File: config.mk
export PLATFORM = sky130hd
export DESIGN_NAME = sample_fifo
export DESIGN_NICKNAME = d
export VERILOG_FILES = /design/src/rtl/sample_fifo_pkg.sv /design/src/rtl/fifo_ram.sv /design/src/rtl/sample_fifo.sv
export SDC_FILE = /design/constraint.sdc
export NUM_CORES = 1
export LEC_CHECK = 0
export ABC_AREA = 0
export BUFFER_PORTS_ARGS = -buffer_cell sky130_fd_sc_hd__buf_2
export CORE_MARGIN = 2
export CORE_UTILIZATION = 37
export CTS_BUF_LIST = sky130_fd_sc_hd__clkbuf_16
export DETAILED_ROUTE_END_ITERATION = 7
export PLACE_DENSITY_LB_ADDON = 0.05
export SETUP_SLACK_MARGIN = 0.2
export SLEW_MARGIN = 20
export SYNTH_ARGS = -nofsm -noshare
export SYNTH_HDL_FRONTEND = slang
export SYNTH_SLANG_ARGS = --single-unit
export TNS_END_PERCENT = 10
File: constraint.sdc
create_clock -name clk -period 6.3 [get_ports clk]
set_input_delay 0.315 -clock clk [delete_from_list [all_inputs] [get_ports clk]]
set_output_delay 0.315 -clock clk [all_outputs]
set_load 0.01 [all_outputs]
File: src/rtl/sample_fifo_pkg.sv
// Shared constants for the sample FIFO: default geometry and read-mode selectors.
package sample_fifo_pkg;

  localparam int unsigned DEFAULT_WIDTH = 24;
  localparam int unsigned DEFAULT_DEPTH = 16;

  localparam int unsigned MODE_REG  = 0;
  localparam int unsigned MODE_FWFT = 1;

endpackage

File: src/rtl/fifo_ram.sv
// Simple dual-port storage array: synchronous write, asynchronous read, no reset.
module fifo_ram
  import sample_fifo_pkg::*;
#(
  parameter int unsigned WIDTH = DEFAULT_WIDTH,
  parameter int unsigned DEPTH = DEFAULT_DEPTH,
  parameter int unsigned AW    = $clog2(DEPTH)
) (
  input  logic             clk,
  input  logic             wr_en,
  input  logic [AW-1:0]    wr_addr,
  input  logic [WIDTH-1:0] wr_data,
  input  logic [AW-1:0]    rd_addr,
  output logic [WIDTH-1:0] rd_data
);

  logic [WIDTH-1:0] mem [DEPTH];

  always_ff @(posedge clk) begin
    if (wr_en) begin
      mem[wr_addr] <= wr_data;
    end
  end

  assign rd_data = mem[rd_addr];

endmodule

File: src/rtl/sample_fifo.sv
// Synchronous sample FIFO with registered-read or first-word-fall-through output,
// level/threshold flags and sticky overflow/underflow indicators.
module sample_fifo
  import sample_fifo_pkg::*;
#(
  parameter int unsigned WIDTH    = DEFAULT_WIDTH,
  parameter int unsigned DEPTH    = DEFAULT_DEPTH,
  parameter int unsigned FWFT     = MODE_REG,
  parameter int unsigned AF_LEVEL = DEPTH - 2,
  parameter int unsigned AE_LEVEL = 2
) (
  input  logic                    clk,
  input  logic                    rst_n,
  input  logic                    flush_i,
  input  logic                    wr_en_i,
  input  logic [WIDTH-1:0]        write_data_i,
  input  logic                    rd_en_i,
  output logic [WIDTH-1:0]        read_data_o,
  output logic                    read_valid_o,
  output logic                    full_o,
  output logic                    empty_o,
  output logic                    almost_full_o,
  output logic                    almost_empty_o,
  output logic [$clog2(DEPTH):0]  level_o,
  output logic                    overflow_o,
  output logic                    underflow_o,
  input  logic                    clear_err_i
);

  localparam int unsigned AW = $clog2(DEPTH);
  localparam int unsigned PW = AW + 1;

  if (DEPTH < 2 || (DEPTH & (DEPTH - 1)) != 0) begin : g_bad_depth
    $fatal(1, "sample_fifo: DEPTH must be a power of 2 and at least 2");
  end
  if (AF_LEVEL > DEPTH || AE_LEVEL > DEPTH) begin : g_bad_level
    $fatal(1, "sample_fifo: AF_LEVEL and AE_LEVEL must not exceed DEPTH");
  end

  logic [PW-1:0]    wr_ptr_q, wr_ptr_d, rd_ptr_q, rd_ptr_d, level;
  logic             overflow_q, overflow_d, underflow_q, underflow_d;
  logic             full, empty, wr_acc, rd_acc;
  logic [WIDTH-1:0] head;

  // One extra pointer bit distinguishes full from empty at equal addresses.
  assign level = wr_ptr_q - rd_ptr_q;
  assign full  = (level == PW'(DEPTH));
  assign empty = (level == '0);

  assign wr_acc = wr_en_i && !full && !flush_i;
  assign rd_acc = rd_en_i && !empty && !flush_i;

  always_comb begin
    wr_ptr_d    = wr_ptr_q;
    rd_ptr_d    = rd_ptr_q;
    overflow_d  = overflow_q & ~clear_err_i;
    underflow_d = underflow_q & ~clear_err_i;
    if (flush_i) begin
      wr_ptr_d = '0;
      rd_ptr_d = '0;
    end else begin
      if (wr_acc) wr_ptr_d = wr_ptr_q + PW'(1);
      if (rd_acc) rd_ptr_d = rd_ptr_q + PW'(1);
      // A set in the same cycle as clear_err_i takes priority.
      if (wr_en_i && full)  overflow_d  = 1'b1;
      if (rd_en_i && empty) underflow_d = 1'b1;
    end
  end

  always_ff @(posedge clk) begin
    if (!rst_n) begin
      wr_ptr_q    <= '0;
      rd_ptr_q    <= '0;
      overflow_q  <= 1'b0;
      underflow_q <= 1'b0;
    end else begin
      wr_ptr_q    <= wr_ptr_d;
      rd_ptr_q    <= rd_ptr_d;
      overflow_q  <= overflow_d;
      underflow_q <= underflow_d;
    end
  end

  fifo_ram #(
    .WIDTH (WIDTH),
    .DEPTH (DEPTH),
    .AW    (AW)
  ) u_ram (
    .clk     (clk),
    .wr_en   (wr_acc),
    .wr_addr (wr_ptr_q[AW-1:0]),
    .wr_data (write_data_i),
    .rd_addr (rd_ptr_q[AW-1:0]),
    .rd_data (head)
  );

  if (FWFT == MODE_FWFT) begin : g_fwft
    // Mask the uninitialised array while empty so reset presents zero data.
    assign read_data_o  = empty ? '0 : head;
    assign read_valid_o = !empty;
  end else begin : g_reg
    logic [WIDTH-1:0] rdata_q;
    logic             rvalid_q;

    always_ff @(posedge clk) begin
      if (!rst_n) begin
        rdata_q  <= '0;
        rvalid_q <= 1'b0;
      end else begin
        rvalid_q <= rd_acc;
        if (rd_acc) rdata_q <= head;
      end
    end

    assign read_data_o  = rdata_q;
    assign read_valid_o = rvalid_q;
  end

  assign full_o         = full;
  assign empty_o        = empty;
  assign almost_full_o  = (level >= PW'(AF_LEVEL));
  assign almost_empty_o = (level <= PW'(AE_LEVEL));
  assign level_o        = level;
  assign overflow_o     = overflow_q;
  assign underflow_o    = underflow_q;

endmodule

# == After elaboration in Yosys (flattened, before gate mapping) ==
# Memory sizes are Yosys's and may differ from the RTL's. A register that Yosys moved wholly into a read port is not among the register bits.
# Cells that the tools add are included.
# totals
reg_bits,13
ram_bits,384
out_inout_bits,36
word_cells,34
inputBits,30
n_memories,1
# classes
n_reduce_logical,12
bitwise_logic,4
addsub,3
order_cmp,2
n_eq_ne,1
mux,6
# memory_table
name,depth,word_bits,read_ports,rd_clocked_by_memory_dff,write_ports,line_no,source
u_ram.mem,16,24,1,1,1,fifo_ram.sv:17,logic [WIDTH-1:0] mem [DEPTH];
# ops
operator,count
"adder 5 x 1 -> 5 bit, second input constant",2
logical AND 1 bit,6
2-to-1 mux 1 bit,6
"equality test 5 bit, second input constant",1
"greater-or-equal comparator 5 x 4 -> 1 bit, second input constant",1
"less-or-equal comparator 5 x 2 -> 1 bit, second input constant",1
logical NOT 5 bit,1
subtractor 5 bit,1
logical NOT 1 bit,4
AND 1 bit,2
NOT 1 bit,2
OR reduction 2 bit,1

# == Longest topological paths before layout ==
# depth
depth_word,7
ltp_mapped,12
mapped_depth_nobuf,9

# == Cells and area by module ==
# Synthesis repeated with hierarchy kept, for this count alone.
# hier_totals
hier_cells,821
area_unflattened_um2,16290.6
# modules_own_cells
mod,n_inst,area_per_inst_um2,cells_each
fifo_ram,1,14450.1,612
sample_fifo,1,1840.5,209

# == Worst setup path before layout ==
# No wires, ideal clock.
# synth_timing
kind,reg2reg
startpoint,reg rd_ptr_q[2]
endpoint,"mem u_ram.mem[15][0] in the netlist's numbering, enable pin"
path_slack_ps,2471
setup_ps,416
required_time_ps,5884
period_less_slack_ps,3829
arrival_ps,3412
stages_incl_launch_ff,9
path_cell_list,dfxtp_1 buf_2 buf_1 inv_1 ha_1 xnor2_1 nor2_1 mux2_4 a21oi_1
# synth_via
elab_chain_len,7
# synth_rtl
item,line_no,source
from (decl),sample_fifo.sv:40,"logic [PW-1:0] wr_ptr_q, wr_ptr_d, rd_ptr_q, rd_ptr_d, level;"
from (signal assigned),sample_fifo.sv:78,rd_ptr_q <= rd_ptr_d;
subtractor 5 bit,sample_fifo.sv:46,assign level = wr_ptr_q - rd_ptr_q;
via level_o[2],sample_fifo.sv:24,"output logic [$clog2(DEPTH):0] level_o,"
equality test 5 bit,sample_fifo.sv:47,assign full = (level == PW'(DEPTH));
logical NOT 1 bit,sample_fifo.sv:50,assign wr_acc = wr_en_i && !full && !flush_i;
logical AND 1 bit (2 in a row),sample_fifo.sv:50,
2-to-1 mux 1 bit,fifo_ram.sv:20,if (wr_en) begin
2-to-1 mux 1 bit (implied by the code),fifo_ram.sv:21,mem[wr_addr] <= wr_data;
to (decl),fifo_ram.sv:17,
# The timed path passes the listed nets, and every way through them passes these cells.

# == Worst setup path in the final report ==
# layout_timing
startpoint,reg wr_ptr_q[0]
endpoint,"mem u_ram.mem[13][1] in the netlist's numbering, enable pin"
# layout_via
elab_chain_len,7
# layout_rtl
item,line_no,source
from (decl),sample_fifo.sv:40,
from (signal assigned),sample_fifo.sv:77,wr_ptr_q <= wr_ptr_d;
subtractor 5 bit,sample_fifo.sv:46,
equality test 5 bit,sample_fifo.sv:47,
logical NOT 1 bit,sample_fifo.sv:50,
logical AND 1 bit (2 in a row),sample_fifo.sv:50,
2-to-1 mux 1 bit,fifo_ram.sv:20,
2-to-1 mux 1 bit (implied by the code),fifo_ram.sv:21,
# Several ways; a longest one is shown, not always the timed one.

==> flow_summary.yaml <==
synthesis:
  seq_area_frac_synth: 0.746
  synthCells: 856
  yosys_warnings: 0
  ys.flop_type: "edfxtp_1"
  ys_async_sr_fraction: 0
  synthesis.nets: 896
  yosys_register_bits: 421
  syn-cell-area_um2: 16500
  synth_edf_count: 384
  synth.avg_cell_area_um2: 19.2
  synth_cell_types: 45
  synth_area_leaders: "edfxtp_1 (70%), mux4_2 (13%), dfxtp_1 (4.5%)"
  synth_top_area_share: 0.701
  post-synth-top-area-cell: "edfxtp_1"
clock_network:
  clockBufferDepth: 3
  cts_buffers: 46
  cts_tree: "done"
  holdBufCountCts: 0
  post_cts_buffers: 0
  clkLatencyLatePin_ps: 570
  cts-root-buf: "clkbuf_16"
  clk_pin_slew_worst_paths_ps: 50
  cts.sinks: 421
  htree_num_levels: 2
  cts_resized: 0
route:
  drt-initial-drc-count: 838
  drcViolationCount: 0
  drtAntennaViolNets: 0
  firstDrtPassIters: 5
  avgRoutedWirePerCell_um: 28.6
  routed_via_density: 5.45
  drt-total-wl_um: 44300
  vias: 8452
floorplan:
  fp-row-count: 77
  num_io_pins: 66
  die_w_um: 215
  initial_utilization: 0.374
  core_um2: 44000
  fp.dieH_um: 215
  die-area_um2: 46200
power_and_ir_drop:
  power_density_nw_per_um2: 308
  pwr-share-comb: 0.033
  p_int_mw: 4.60
  clkPwrFrac: 0.437
  vdd_drop_max_uv: 155
  seqPwrFrac: 0.530
  p_switching_mw: 1.21
  p_sw_frac: 0.208
  power_leakage_nw: 5.91
min_path:
  hold_path.class: "in2reg"
  hold_path_end: "underflow_o$_SDFF_PN0_"
  hold_path_depth: 4
  hold_start: "clear_err_i"
layout:
  final_cell_mix: "edfxtp_1 (384), mux4_2 (95), buf_2 (65), clkbuf_16 (51), o22ai_1 (46)"
  drive_above_1_share: 0.274
  final_common_cell: "edfxtp_1"
  num-nets-final: 963
  final_util: 0.428
  syn_to_final_growth_pct: 14.4
  final_cell_area_um2: 18800
sta:
  tns_ps: 0
  setup_viol: 0
  fin_crit_sh: 0.668
  slew_violations: 0
  rsz0062_at_grt: "false"
  skew_ps: 17.1
  clock.fmax_ghz: 0.238
  min_period_ps: 4210
  max_slew_margin: 0.354
  hold_violations: 0
  whs_ps: 116
  worstMarginPinSlew_ps: 967
grt:
  grt-busiest-layer: "met2"
  antenna_found_initial: 2
  overflow: 0
  grt_use_met2: 0.291
  grt_max_degree: 56
  grtUsageMet3: 0.0453
  grt.total_usage: 0.194
  grtUsageMet1: 0.279
  grt_pass1_wl_um: 62800
  grt_pass1_vias: 8651
critical_path:
  cp.required_ps: 6500
  reg2reg_depth: 9
  critical_path_class: "reg2reg"
  cp-start-kind: "flip-flop"
  r2r_start: "wr_ptr_q[0]$_SDFFE_PP0P_"
  worstPathArrival_ps: 4410
  crit_fanout: 54
  r2r-end: "u_ram.mem[13][1]$_DFFE_PP_"
  endpoint_kind: "flip-flop"
  r2r_slack_ps: 2090
placed_design:
  dpl-instance-area_um2: 17400
  dpl.hpwl_um: 27400
  place_congestion: 0.798
  portBuffers: 65
run_status:
  run_status: "finished clean"
run:
  drv_cap: 0
## kinds of logic (layout without fill, tap and decap cells)
group,after synthesis,in the layout,share of synthesized area
flops,421,421,0.746
simple gates,140,140,0.0426
mux,109,109,0.139
compound gates,108,108,0.0449
buf+inv,64,165,0.0174
fa+ha+maj,10,10,0.00806
xor+xnor,4,4,0.00259
other cells,0,1,0
## layer usage
metal / part of all wire / vias up
met3: 0.072 / 71
li1: - / 3650
met5: 0 / -
met2: 0.45 / 307
met4: 0.033 / 0
met1: 0.44 / 4424
## critical path: stages, from the launching register on
cell	delay, ps
dfxtp_1	420
inv_1	130
ha_1	240
fa_1	410
nand2b_1	170
a21oi_1	220
xor2_2	330
inv_2	440
a21boi_2	690
and3_2	780
## registers in the layout (all words and copies together) (netlist names)
| register | flops |
|---|---|
| u_ram.mem | 384 |
| read_data_o | 24 |
| rd_ptr_q | 5 |
| wr_ptr_q | 5 |
| overflow_o | 1 |
| read_valid_o | 1 |
| underflow_o | 1 |
## worst max path at each step
stage | start | endpoint | slack (ps) | depth (start not counted)
after floorplan | rd_ptr_q[2]$_SDFFE_PP0P_ | u_ram.mem[15][0]$_DFFE_PP_ | 2470 | 8
after global placement | wr_ptr_q[0]$_SDFFE_PP0P_ | u_ram.mem[13][8]$_DFFE_PP_ | 2310 | 9
after detailed placement | wr_ptr_q[0]$_SDFFE_PP0P_ | u_ram.mem[13][9]$_DFFE_PP_ | 2130 | 9
after CTS | wr_ptr_q[0]$_SDFFE_PP0P_ | u_ram.mem[13][16]$_DFFE_PP_ | 2070 | 9
after global routing | wr_ptr_q[0]$_SDFFE_PP0P_ | u_ram.mem[13][1]$_DFFE_PP_ | 1830 | 9
final | wr_ptr_q[0]$_SDFFE_PP0P_ | u_ram.mem[13][1]$_DFFE_PP_ | 2090 | 9
## cell type report
class	instances	area, um^2
clock buffer	51	1280
inverter	9	33.8
fill	3898	25200
clock inverter	31	156
tap	592	741
sequential	421	12300
multi-input combinational	371	3950
timing repair buffer	74	397
antenna	1	2.50
## Yosys cell counts (2+ instances only)
| cell type | instances |
|---|---|
| a2111oi_0 | 2 |
| and2_1 | 4 |
| and3_1 | 12 |
| nor2b_1 | 8 |
| nand4_1 | 3 |
| inv_1 | 8 |
| o211ai_1 | 44 |
| ha_1 | 9 |
| a21oi_1 | 8 |
| mux2i_1 | 12 |
| nand2b_1 | 8 |
| o21ai_0 | 2 |
| clkbuf_1 | 30 |
| buf_4 | 4 |
| a32oi_1 | 2 |
| nand3_1 | 2 |
| mux4_2 | 95 |
| o22ai_1 | 46 |
| or3_1 | 23 |
| dfxtp_1 | 37 |
| nor2_1 | 30 |
| nand2_1 | 43 |
| xor2_1 | 2 |
| edfxtp_1 | 384 |
| buf_2 | 18 |
## stage by stage
stage                     cells  setup slack, ps  power (mW)
after floorplan             856             2470        3.22
final                      1550             2090        5.81
after global routing       1549             1830        6.01
after detailed placement   1467             2130        3.33
after global placement     1467             2310        3.32
after CTS                  1549             2070        5.89
## power groups by stage
stage | Clock, mW | Sequential, mW | Combinational (mW)
floorplan | 0 | 3.14 | 0.0760
global placement | 0 | 3.14 | 0.187
detailed placement | 0 | 3.14 | 0.192
CTS | 2.62 | 3.08 | 0.193
global route | 2.73 | 3.08 | 0.205
finish | 2.54 | 3.08 | 0.191
Power figures use the tool's default switching activity.
